$ cat config.mk
export PLATFORM = sky130hd
export DESIGN_NAME = cms_trace_controller
export DESIGN_NICKNAME = d
export VERILOG_FILES = /design/src/rtl/cms_trace_controller.sv
export SDC_FILE = /design/constraint.sdc
export NUM_CORES = 1
export LEC_CHECK = 0
export CAP_MARGIN = 20
export CORE_ASPECT_RATIO = 1.5
export CORE_MARGIN = 2
export CORE_UTILIZATION = 35
export DETAILED_ROUTE_END_ITERATION = 7
export PLACE_DENSITY_LB_ADDON = 0.3
export SYNTH_ARGS = -nofsm -noshare
export SYNTH_HDL_FRONTEND = slang
export SYNTH_SLANG_ARGS = --single-unit
$ cat constraint.sdc
create_clock -name clk -period 3.6 [get_ports clk]
set_input_delay 0.72 -clock clk [delete_from_list [all_inputs] [get_ports clk]]
set_output_delay 0.72 -clock clk [all_outputs]
set_load 0.02 [all_outputs]
$ cat src/rtl/cms_trace_controller.sv
// cms_trace_controller
//   Sequencing controller for the CMS trace path. It sits between the core's
//   retired-instruction stream and the trace FIFO. It owns the CMS control
//   registers and runs the trace state machine, which decides for each
//   retired instruction whether a trace item is written, dropped or ignored.
//
// Ports
//   clk, rst_n          : rising-edge clock, asynchronous active-low reset
//   ctrl_addr/wdata     : control register address and write data
//   ctrl_write_enable   : one-cycle write strobe
//   ctrl_read_enable    : read strobe; ctrl_rdata/ctrl_rdata_valid follow one cycle later
//   instr_valid/pc/instr: retired instruction (at most one per cycle)
//   filter_match        : the trace filter marks this instruction as a trace item
//   fifo_full           : the trace FIFO cannot accept a write this cycle
//   trace_*             : registered FIFO write strobe and item payload
//   tracing/wfi_stopped : state decodes (TRACING / STOPPED)
module cms_trace_controller #(
  parameter int XLEN               = 64,
  parameter int CTRL_ADDR_WIDTH    = 8,
  parameter int DROP_COUNTER_WIDTH = 16
) (
  input  logic                       clk,
  input  logic                       rst_n,
  input  logic [CTRL_ADDR_WIDTH-1:0] ctrl_addr,
  input  logic [XLEN-1:0]            ctrl_wdata,
  input  logic                       ctrl_write_enable,
  input  logic                       ctrl_read_enable,
  output logic [XLEN-1:0]            ctrl_rdata,
  output logic                       ctrl_rdata_valid,
  input  logic                       instr_valid,
  input  logic [XLEN-1:0]            pc,
  input  logic [31:0]                instr,
  input  logic                       filter_match,
  input  logic                       fifo_full,
  output logic                       trace_write,
  output logic [XLEN-1:0]            trace_pc,
  output logic [31:0]                trace_instr,
  output logic [XLEN-1:0]            trace_timestamp,
  output logic                       tracing,
  output logic                       wfi_stopped
);

  localparam logic [31:0] WFI_INSTR = 32'h1050_0073;

  localparam logic [CTRL_ADDR_WIDTH-1:0] A_START_EN   = CTRL_ADDR_WIDTH'(0);
  localparam logic [CTRL_ADDR_WIDTH-1:0] A_END_EN     = CTRL_ADDR_WIDTH'(1);
  localparam logic [CTRL_ADDR_WIDTH-1:0] A_START_ADDR = CTRL_ADDR_WIDTH'(2);
  localparam logic [CTRL_ADDR_WIDTH-1:0] A_END_ADDR   = CTRL_ADDR_WIDTH'(3);
  localparam logic [CTRL_ADDR_WIDTH-1:0] A_LOWER_EN   = CTRL_ADDR_WIDTH'(4);
  localparam logic [CTRL_ADDR_WIDTH-1:0] A_UPPER_EN   = CTRL_ADDR_WIDTH'(5);
  localparam logic [CTRL_ADDR_WIDTH-1:0] A_LOWER      = CTRL_ADDR_WIDTH'(6);
  localparam logic [CTRL_ADDR_WIDTH-1:0] A_UPPER      = CTRL_ADDR_WIDTH'(7);
  localparam logic [CTRL_ADDR_WIDTH-1:0] A_WFI_STOP   = CTRL_ADDR_WIDTH'(8);
  localparam logic [CTRL_ADDR_WIDTH-1:0] A_CLK_COUNT  = CTRL_ADDR_WIDTH'(9);
  localparam logic [CTRL_ADDR_WIDTH-1:0] A_LAST_TS    = CTRL_ADDR_WIDTH'(10);
  localparam logic [CTRL_ADDR_WIDTH-1:0] A_DROPPED    = CTRL_ADDR_WIDTH'(11);

  typedef enum logic [1:0] {
    ST_WAIT_START = 2'd0,
    ST_TRACING    = 2'd1,
    ST_STOPPED    = 2'd2
  } state_e;

  state_e                        state_q, state_d;
  logic                          start_en_q, start_en_d, end_en_q, end_en_d;
  logic                          lower_en_q, lower_en_d, upper_en_q, upper_en_d;
  logic [XLEN-1:0]               start_addr_q, start_addr_d, end_addr_q, end_addr_d;
  logic [XLEN-1:0]               lower_q, lower_d, upper_q, upper_d;
  logic [XLEN-1:0]               clk_counter_q, clk_counter_d;
  logic [XLEN-1:0]               last_ts_q, last_ts_d;
  logic [DROP_COUNTER_WIDTH-1:0] dropped_q, dropped_d;
  logic [XLEN-1:0]               ctrl_rdata_q, ctrl_rdata_d;
  logic                          ctrl_rdata_valid_q, ctrl_rdata_valid_d;
  logic                          trace_write_q, trace_write_d;
  logic [XLEN-1:0]               trace_pc_q, trace_pc_d;
  logic [31:0]                   trace_instr_q, trace_instr_d;
  logic [XLEN-1:0]               trace_ts_q, trace_ts_d;
  logic                          tracing_q, tracing_d, wfi_stopped_q, wfi_stopped_d;

  logic            is_wfi, start_hit, end_hit, in_range, eligible;
  logic            stop_write, release_write;
  logic [XLEN-1:0] read_value;

  // Every retirement decision is made against the register values held at
  // the start of the cycle; control writes land in the _d values only.
  always_comb begin
    is_wfi        = instr_valid && (instr == WFI_INSTR);
    // With START_EN clear the start trigger fires on any cycle in WAIT_START,
    // so the block drops straight into TRACING.
    start_hit     = (state_q == ST_WAIT_START) &&
                    (!start_en_q || (instr_valid && (pc == start_addr_q)));
    end_hit       = (state_q == ST_TRACING) && end_en_q && instr_valid && (pc == end_addr_q);
    in_range      = (!lower_en_q || (pc >= lower_q)) && (!upper_en_q || (pc <= upper_q));
    eligible      = instr_valid && filter_match && in_range && !is_wfi &&
                    ((state_q == ST_TRACING) || start_hit);
    stop_write    = ctrl_write_enable && (ctrl_addr == A_WFI_STOP) && (ctrl_wdata != '0);
    release_write = ctrl_write_enable && (ctrl_addr == A_WFI_STOP) && (ctrl_wdata == '0);

    state_d = state_q;
    case (state_q)
      // A WFI retiring alongside the release write keeps the block stopped.
      ST_STOPPED: if (release_write && !is_wfi) state_d = ST_WAIT_START;
      default: begin
        if (is_wfi || stop_write)     state_d = ST_STOPPED;
        else if (start_hit)           state_d = ST_TRACING;
        else if (end_hit)             state_d = ST_WAIT_START;
      end
    endcase
    tracing_d     = (state_d == ST_TRACING);
    wfi_stopped_d = (state_d == ST_STOPPED);

    clk_counter_d = clk_counter_q + 1'b1;

    trace_write_d = eligible && !fifo_full;
    trace_pc_d    = trace_pc_q;
    trace_instr_d = trace_instr_q;
    trace_ts_d    = trace_ts_q;
    last_ts_d     = last_ts_q;
    if (trace_write_d) begin
      trace_pc_d    = pc;
      trace_instr_d = instr;
      trace_ts_d    = clk_counter_q;
      last_ts_d     = clk_counter_q;
    end

    dropped_d = dropped_q;
    if (eligible && fifo_full && (dropped_q != {DROP_COUNTER_WIDTH{1'b1}}))
      dropped_d = dropped_q + 1'b1;

    start_en_d   = start_en_q;
    end_en_d     = end_en_q;
    lower_en_d   = lower_en_q;
    upper_en_d   = upper_en_q;
    start_addr_d = start_addr_q;
    end_addr_d   = end_addr_q;
    lower_d      = lower_q;
    upper_d      = upper_q;
    if (ctrl_write_enable) begin
      case (ctrl_addr)
        A_START_EN:   start_en_d   = ctrl_wdata[0];
        A_END_EN:     end_en_d     = ctrl_wdata[0];
        A_START_ADDR: start_addr_d = ctrl_wdata;
        A_END_ADDR:   end_addr_d   = ctrl_wdata;
        A_LOWER_EN:   lower_en_d   = ctrl_wdata[0];
        A_UPPER_EN:   upper_en_d   = ctrl_wdata[0];
        A_LOWER:      lower_d      = ctrl_wdata;
        A_UPPER:      upper_d      = ctrl_wdata;
        default: ;
      endcase
    end

    // Reads see the pre-write register values, so a same-cycle read and
    // write of one address returns the old contents.
    case (ctrl_addr)
      A_START_EN:   read_value = XLEN'(start_en_q);
      A_END_EN:     read_value = XLEN'(end_en_q);
      A_START_ADDR: read_value = start_addr_q;
      A_END_ADDR:   read_value = end_addr_q;
      A_LOWER_EN:   read_value = XLEN'(lower_en_q);
      A_UPPER_EN:   read_value = XLEN'(upper_en_q);
      A_LOWER:      read_value = lower_q;
      A_UPPER:      read_value = upper_q;
      A_WFI_STOP:   read_value = XLEN'(state_q == ST_STOPPED);
      A_CLK_COUNT:  read_value = clk_counter_q;
      A_LAST_TS:    read_value = last_ts_q;
      A_DROPPED:    read_value = XLEN'(dropped_q);
      default:      read_value = '0;
    endcase
    ctrl_rdata_d       = ctrl_read_enable ? read_value : ctrl_rdata_q;
    ctrl_rdata_valid_d = ctrl_read_enable;
  end

  always_ff @(posedge clk or negedge rst_n) begin
    if (!rst_n) begin
      state_q            <= ST_WAIT_START;
      start_en_q         <= 1'b0;
      end_en_q           <= 1'b0;
      lower_en_q         <= 1'b0;
      upper_en_q         <= 1'b0;
      start_addr_q       <= '0;
      end_addr_q         <= '0;
      lower_q            <= '0;
      upper_q            <= '0;
      clk_counter_q      <= '0;
      last_ts_q          <= '0;
      dropped_q          <= '0;
      ctrl_rdata_q       <= '0;
      ctrl_rdata_valid_q <= 1'b0;
      trace_write_q      <= 1'b0;
      trace_pc_q         <= '0;
      trace_instr_q      <= '0;
      trace_ts_q         <= '0;
      tracing_q          <= 1'b0;
      wfi_stopped_q      <= 1'b0;
    end else begin
      state_q            <= state_d;
      start_en_q         <= start_en_d;
      end_en_q           <= end_en_d;
      lower_en_q         <= lower_en_d;
      upper_en_q         <= upper_en_d;
      start_addr_q       <= start_addr_d;
      end_addr_q         <= end_addr_d;
      lower_q            <= lower_d;
      upper_q            <= upper_d;
      clk_counter_q      <= clk_counter_d;
      last_ts_q          <= last_ts_d;
      dropped_q          <= dropped_d;
      ctrl_rdata_q       <= ctrl_rdata_d;
      ctrl_rdata_valid_q <= ctrl_rdata_valid_d;
      trace_write_q      <= trace_write_d;
      trace_pc_q         <= trace_pc_d;
      trace_instr_q      <= trace_instr_d;
      trace_ts_q         <= trace_ts_d;
      tracing_q          <= tracing_d;
      wfi_stopped_q      <= wfi_stopped_d;
    end
  end

  assign ctrl_rdata       = ctrl_rdata_q;
  assign ctrl_rdata_valid = ctrl_rdata_valid_q;
  assign trace_write      = trace_write_q;
  assign trace_pc         = trace_pc_q;
  assign trace_instr      = trace_instr_q;
  assign trace_timestamp  = trace_ts_q;
  assign tracing          = tracing_q;
  assign wfi_stopped      = wfi_stopped_q;

endmodule

=== Word level (Yosys, flattened, before mapping) ===
Index checks and enable logic that the tools add are counted.

* Flip-flop bits (word level): 570
* Bits in latches: 0
* Memory bits (writable): 0
* ROM bits: 0
* Bits of input ports: 175
* Output and inout port bits: 228
* Logic and storage cells: 88
* Memories kept: 0

* $add $sub $neg: 2
* Multiply operators: 0
* Div/mod/pow operators: 0
* Magnitude comparators: 2
* Equality and inequality tests: 19
* Shift operators: 0
* Mux-type cells: 6
* Bitwise logic cells: 0
* Reduce and logical (&&, ||, !) cells: 40

{| class="wikitable"
|+ Operator list
! cell !! count
|-
| one-hot mux 64 bit (12 select lines) || 1
|-
| == test 64 bit || 2
|-
| adder 64 x 1 -> 64 bit, second input constant || 1
|-
| >= comparator 64 bit || 1
|-
| <= comparator 64 bit || 1
|-
| logical NOT 64 bit || 1
|-
| nonzero test 64 bit || 1
|-
| == test 32 x 29 -> 1 bit, second input constant || 1
|-
| == test 8 x 3 -> 1 bit, second input constant || 4
|-
| == test 8 x 4 -> 1 bit, second input constant || 4
|-
| logical AND 1 bit || 18
|-
| adder 16 x 1 -> 16 bit, second input constant || 1
|-
| == test 8 x 2 -> 1 bit, second input constant || 2
|-
| inequality test 16 bit, second input constant || 1
|-
| AND reduction 2 bit || 8
|-
| two-way mux 2 bit || 5
|-
| == test 8 x 1 -> 1 bit, second input constant || 1
|-
| logical NOT 8 bit || 1
|-
| logical NOT 1 bit || 5
|-
| logical OR 1 bit || 5
|-
| == test 2 x 1 -> 1 bit, second input constant || 2
|-
| == test 2 bit, second input constant || 2
|-
| logical NOT 2 bit || 1
|}

=== Logic depth before layout (Yosys ltp) ===
* Depth after elaboration: 9
* Gate-level depth with buffers: 13
* Depth with buffers taken out: 10

=== Worst setup path after synthesis ===
No wires, ideal clock.

* Kind: in2reg
* From: input port pc[61]
* To: register trace_pc_q[44] (netlist: trace_pc[44])
* Setup time: 0.128 ns
* Arrival time: 3.389 ns
* Required time: 3.472 ns
* Slack: 0.083 ns
* Stages: 11
* Buffers on the path: 3
* Path through: inv_1 > a2111o_1 > a2111o_1 > or4_1 > nor4_2 > o21ai_1 > or3_1 > buf_2 > buf_6 > buf_4 > mux2_1

* Cells in the longest elaborated chain, start to end: 7
* Elaborated cells on any way between the ends: 14
* Those cells by class: order compare (2); eq/ne (1); reduce/logical (11)

{| class="wikitable"
|+ Ends and longest elaborated chain
! element !! line !! source
|-
| from (decl) || 31 || <nowiki>input logic [XLEN-1:0] pc,</nowiki>
|-
| >= comparator 64 bit (tied with other cells) || 93 || <nowiki>in_range = (!lower_en_q || (pc >= lower_q)) && (!upper_en_q || (pc <= upper_q));</nowiki>
|-
| logical OR 1 bit / logical AND 1 bit (equally long branches) || 93, 91 ||
|-
| logical AND 1 bit / logical OR 1 bit (equally long branches) || 93, 91 ||
|-
| logical AND 1 bit, on equally long branches || 94, 90 ||
|-
| logical AND 1 bit / logical OR 1 bit (equally long branches) || 94, 95 ||
|-
| logical AND 1 bit * || 94 || <nowiki>eligible = instr_valid && filter_match && in_range && !is_wfi &&</nowiki>
|-
| logical AND 1 bit * || 114 || <nowiki>trace_write_d = eligible && !fifo_full;</nowiki>
|-
| to (signal assigned) || 211 || <nowiki>trace_pc_q <= trace_pc_d;</nowiki>
|-
| to (decl) || 75 || <nowiki>logic [XLEN-1:0] trace_pc_q, trace_pc_d;</nowiki>
|}

Every way passes the cells marked *; elsewhere a longest branch is shown, timed or not.
A chain may end at the register's enable or synchronous reset.

=== Final worst setup path ===
* From: input port pc[58]
* To: register trace_ts_q[2] (netlist: trace_timestamp[2])

* Cells in the longest elaborated chain, start to end: 7
* Elaborated cells on any way between the ends: 14
* Those cells by class: order compare (2); eq/ne (1); reduce/logical (11)

{| class="wikitable"
|+ Ends and longest elaborated chain
! element !! line !! source
|-
| >= comparator 64 bit (tied with other cells) || 93 ||
|-
| logical OR 1 bit / logical AND 1 bit (equally long branches) || 93, 91 ||
|-
| logical AND 1 bit / logical OR 1 bit (equally long branches) || 93, 91 ||
|-
| logical AND 1 bit, on equally long branches || 94, 90 ||
|-
| logical AND 1 bit / logical OR 1 bit (equally long branches) || 94, 95 ||
|-
| logical AND 1 bit * || 94 ||
|-
| logical AND 1 bit * || 114 ||
|-
| to (signal assigned) || 213 || <nowiki>trace_ts_q <= trace_ts_d;</nowiki>
|-
| to (decl) || 77 || <nowiki>logic [XLEN-1:0] trace_ts_q, trace_ts_d;</nowiki>
|}

Marks and branches as above.

==> impl_table.tex <==
\begin{tabular}{lr}
\hline
Metric & Value \\
\hline
\multicolumn{2}{l}{\textbf{Drt}} \\
Vias/cell & $\sim$5.6 \\
First drt pass iteration count & 6 \\
Detailed-route via count & $\sim$24000 \\
Count of nets left with antenna violations after detail routing & 0 \\
Post-Route WL & 117 mm \\
Iteration-0 DRC Markers & slightly below 2000 \\
Routed WL per cell & 27.4 microns \\
Number of remaining DRC errors & 0 \\
\multicolumn{2}{l}{\textbf{Placement}} \\
Final RePlAce weighted congestion & 0.939 \\
Place WS & -1.15 ns \\
Estimated wirelength of the detail-placed design & 89.5 mm \\
Number of input and output port buffers inserted & 402 \\
\multicolumn{2}{l}{\textbf{Finish}} \\
Most used cells in the layout excluding fill and tap cells & sky130\_fd\_sc\_hd\_\_dfrtp\_1 (570), sky130\_fd\_sc\_hd\_\_clkdlybuf4s50\_1 (358), sky130\_fd\_sc\_hd\_\_mux2\_2 (334), sky130\_fd\_sc\_hd\_\_buf\_4 (307), sky130\_fd\_sc\_hd\_\_inv\_1 (232) \\
Nets & about 3500 \\
Total area of sequential cells & around 0.014 sq mm \\
Most common library cell in the layout ignoring fill and taps & sky130\_fd\_sc\_hd\_\_dfrtp\_1 \\
Share of cells above drive strength 1 & between 20\% and 30\% \\
Final Core Density & a little under half \\
Final-layout fill cell count & approximately 7400 \\
Area added between synthesis and finish & 35.6\% \\
Footprint of the multi-input gates & $\sim$0.013 sq mm \\
\multicolumn{2}{l}{\textbf{Logic synthesis}} \\
Total number of yosys warnings & 0 \\
Main combinational cell family by area after synthesis & multiplexers \\
Ys async rst share & 100\% \\
Multiplexer share of the synthesized area & 16.9\% \\
Synth Area in Adders & roughly 5.7\% \\
Post-Syn Instances & around 2500 \\
Yosys reg bits & between 500 and 600 \\
Simple-gate area share of the yosys netlist & between 7 and 8\% \\
Post-synthesis cell area & around 0.029 sq mm \\
Unique masters post-synth & 60 \\
Compound-gate portion of the synthesized area & $\sim$10\% \\
Share of synthesized area occupied by flip-flops and latches & around half \\
Count of flip-flops with a built-in enable after synthesis & 0 \\
Net Count, Synth & approximately 2800 \\
Mean instance size in the synthesized netlist & 11.6 sq um \\
Fraction of synthesized cell area in xor and xnor cells & 5.19\% \\
Ys flop type & sky130\_fd\_sc\_hd\_\_dfrtp\_1 \\
\multicolumn{2}{l}{\textbf{Clocking}} \\
Clock-pin slew of the registers on the worst-case setup and hold paths & 0.07 ns \\
Number of buffers created by CTS & 58 \\
Number of sinks handled by clock tree synthesis & between 500 and 600 \\
Count of H-tree levels built during CTS & 2 \\
Clock Tree Root & sky130\_fd\_sc\_hd\_\_clkbuf\_16 \\
CTS max path bufs & 3 \\
Clock tree from TritonCTS & yes \\
Skew-Pair Late Insertion Delay & 0.64 ns \\
\multicolumn{2}{l}{\textbf{Setup path}} \\
Required time of the critical path & approximately 4 ns \\
Reg2Reg Depth & 16 \\
Critical path data arrival time & 4.10 ns \\
Category of the most critical setup path & input pin to register \\
Crit-path max FO & 7 \\
Library cell appearing most often on the critical path & sky130\_fd\_sc\_hd\_\_buf\_4 \\
Biggest cell delay along the critical path & roughly 0.42 ns \\
Count of cell instances traversed by the critical path & 15 \\
Worst-path cell chain & dlygate4sd2\_1, ha\_1, nand4\_1, nor4\_4, buf\_4, nand4\_1, nor2\_1, a211o\_1, o21ai\_1, buf\_4, or3\_4, buf\_12, buf\_12, buf\_4, mux2\_2 \\
Register-to-Register Setup Slack & around 0.03 ns \\
Nature of the critical path startpoint & input pin \\
Critical-path top delay cell & sky130\_fd\_sc\_hd\_\_or3\_4 \\
Buffers and inverters on the worst path & 6 \\
Cell family contributing the most delay on the critical path & simple AND/OR/NAND/NOR gates \\
Endpoint class of the critical path & register \\
\multicolumn{2}{l}{\textbf{Global routing}} \\
Number of global-route vias before repair & roughly 25000 \\
Total GRT Usage & around 27\% \\
Maximum number of pins on one net before global-route repair & 97 \\
Overflow left after global routing & 0 \\
First-pass GRT wire length & about 170 mm \\
Initial antenna violation count & 13 \\
\multicolumn{2}{l}{\textbf{Power and ir drop}} \\
Switching Share & 27.3\% \\
PD cells & roughly 420 mW/mm\^{}2 \\
Cell leakage power & approximately 18 nW \\
Worst vdd rail ir drop & about 0.37 mV \\
Part of the power in registers & between 40\% and 50\% \\
Clock power frac & between 30\% and 40\% \\
Net switching power figure & 4.42 mW \\
Internal Pwr Total & between 10 and 15 mW \\
Combinational share of power & 16.2\% \\
\multicolumn{2}{l}{\textbf{Timing}} \\
Max-slew headroom at the worst pin & between 20\% and 30\% \\
Setup skew after layout & $\sim$0.015 ns \\
Clock period minus final worst setup slack & between 3 and 4 ns \\
Total of endpoints with negative setup slack in the final report & 0 \\
Transition time of the tightest slew-check pin & between 1 and 1.5 ns \\
Final Hold Violating Endpoints & 0 \\
Minimum setup slack in the final design & approximately 0.019 ns \\
Final clock period utilization by the worst path & approximately 99\% \\
Slew Limit Fails & 0 \\
Highest attainable clock frequency & around 280 MHz \\
\multicolumn{2}{l}{\textbf{Floorplanning}} \\
Initial cell density of the core & roughly a third \\
Floorplan row count & roughly 130 \\
Number of top-level design ports & roughly 400 \\
Core outline area & about 0.081 sq mm \\
Die extent in x & around 240 microns \\
Die extent in y & 355 microns \\
Total Die Area & 0.0843 sq mm \\
\multicolumn{2}{l}{\textbf{Outcome}} \\
Outcome & finished, final reports clean \\
\multicolumn{2}{l}{\textbf{Run}} \\
Count of max-cap constraint violations & 0 \\
\multicolumn{2}{l}{\textbf{Worst hold path}} \\
Path class of the lowest-slack min-delay path & input pin to async pin \\
\hline
\end{tabular}
-- synth_stat cells, drive strengths merged (3+ instances only) --
| cell | n | area (sq um) |
|---|---|---|
| nor2 | 58 | 218 |
| xor2 | 59 | 517 |
| and3 | 25 | 156 |
| a221oi | 63 | 552 |
| inv | 233 | 875 |
| nor4 | 39 | 250 |
| a21o | 11 | 82.6 |
| o21ai | 23 | 115 |
| nor3 | 25 | 125 |
| xnor2 | 111 | 972 |
| a21oi | 54 | 270 |
| dfrtp | 570 | 14300 |
| nand2 | 112 | 420 |
| clkbuf | 91 | 342 |
| o221ai | 3 | 26.3 |
| nand3 | 53 | 265 |
| or4 | 7 | 52.6 |
| and4 | 5 | 43.8 |
| buf | 14 | 125 |
| mux2 | 423 | 4760 |
| nor2b | 15 | 93.8 |
| a22o | 4 | 35.0 |
| a222oi | 11 | 110 |
| o211ai | 5 | 37.5 |
| or3 | 4 | 25.0 |
| nand2b | 12 | 75.1 |
| nand4 | 69 | 432 |
| a2111oi | 4 | 35.0 |
| mux2i | 8 | 80.1 |
| a221o | 7 | 70.1 |
| ha | 130 | 1630 |
| a22oi | 117 | 878 |
| nor4b | 3 | 26.3 |
| o22ai | 73 | 457 |
| a211oi | 6 | 45.0 |
-- cell families (layout without fill, tap and decap cells) --
family,after synthesis,after routing
AO/OA/AOI/OAI,401,401
XOR/XNOR,170,170
adder cells (fa/ha/maj),130,130
buffers and inverters,338,1081
flip-flops,570,570
multiplexers,431,431
other,0,9
AND/OR/NAND/NOR,433,433
-- repair_timing --
item                                    CTS  global route
cloned                                    0             0
endpoints found under the hold margin     0             0
buffers inserted                          2            16
hold buffers                              0             0
gates resized for setup                  20            75
endpoints found under the setup margin  164           161
pin swaps                                 5            30
-- layout make-up --
class / instances / share of cell area (%)
repair buffers: 742 / 18.0
flip-flops and latches: 570 / 36.7
diodes: 9 / 0.0579
clock buffers: 81 / 4.35
well taps: 1040 / 3.35
multi-input cells: 1565 / 34.5
inverters: 233 / 2.25
clock inverters: 25 / 0.775
-- layer usage --
layer,part of all wire [%],GRT usage (%),vias to the layer above,routed length (microns)
li1,-,-,10395,-
met1,38,32.1,12157,44400
met2,50,47.8,977,58900
met3,5.9,4.19,243,6930
met4,5.6,14.2,2,6530
met5,0.012,0,-,14
-- flip-flops by register name, indices dropped and copies added, names as in the netlist, 2 cells and up --
name             cells
start_addr_q        64
trace_timestamp     64
trace_pc            64
end_addr_q          64
state_q              2
trace_instr         32
ctrl_rdata          64
clk_counter_q       64
lower_q             64
dropped_q           16
upper_q             64
-- stage by stage --
stage | instances | instance area [sq um] | power, mW | setup TNS, ns | hold slack, ns
after floorplan | 2473 | 28700 | 8.16 | 0 | 0.424
after global placement | 4132 | 36400 | 9.76 | -180.33 | 0.475
after detailed placement | 4132 | 36400 | 9.82 | -183.27 | 0.480
after CTS | 4240 | 38400 | 16.3 | 0 | 0.0412
after global routing | 4262 | 38900 | 16.8 | -1.02 | 0.0630
final | 4265 | 38900 | 16.2 | 0 | 0.0343
-- power by group through the flow --
| stage | Clock, mW | Sequential [mW] | Combinational, mW |
|---|---|---|---|
| 2_1_floorplan | 0 | 7.40 | 0.767 |
| 3_3_place_gp | 0 | 7.22 | 2.54 |
| 3_5_place_dp | 0 | 7.23 | 2.58 |
| 4_1_cts | 6.55 | 7.12 | 2.60 |
| 5_1_grt | 6.80 | 7.16 | 2.80 |
| 6_report | 6.43 | 7.12 | 2.63 |
-- path summary, 6_finish.rpt --
path | start | end
worst max register to register | lower_q[63] | trace_timestamp[2]
worst min register to register | trace_instr[19] | trace_instr[19]
max in group asynchronous | rst_n | trace_instr[23]
worst min-delay path | rst_n | ctrl_rdata[27]
worst max-delay path | pc[58] | trace_timestamp[2]
min in group clk | pc[10] | trace_pc[10]
-- worst reg2reg max path, delay by kind of cell, from the launching register on --
kind / cells / cell delay (ns)
muxes: 1 / 0.26
AOI/OAI and AO/OA: 2 / 0.26
adders and majority gates: 1 / 0.28
and+or+nand+nor: 5 / 1.24
buffers and inverters: 7 / 1.04
DFF: 1 / 0.37
Note: power is estimated with default switching activity, not from simulation.
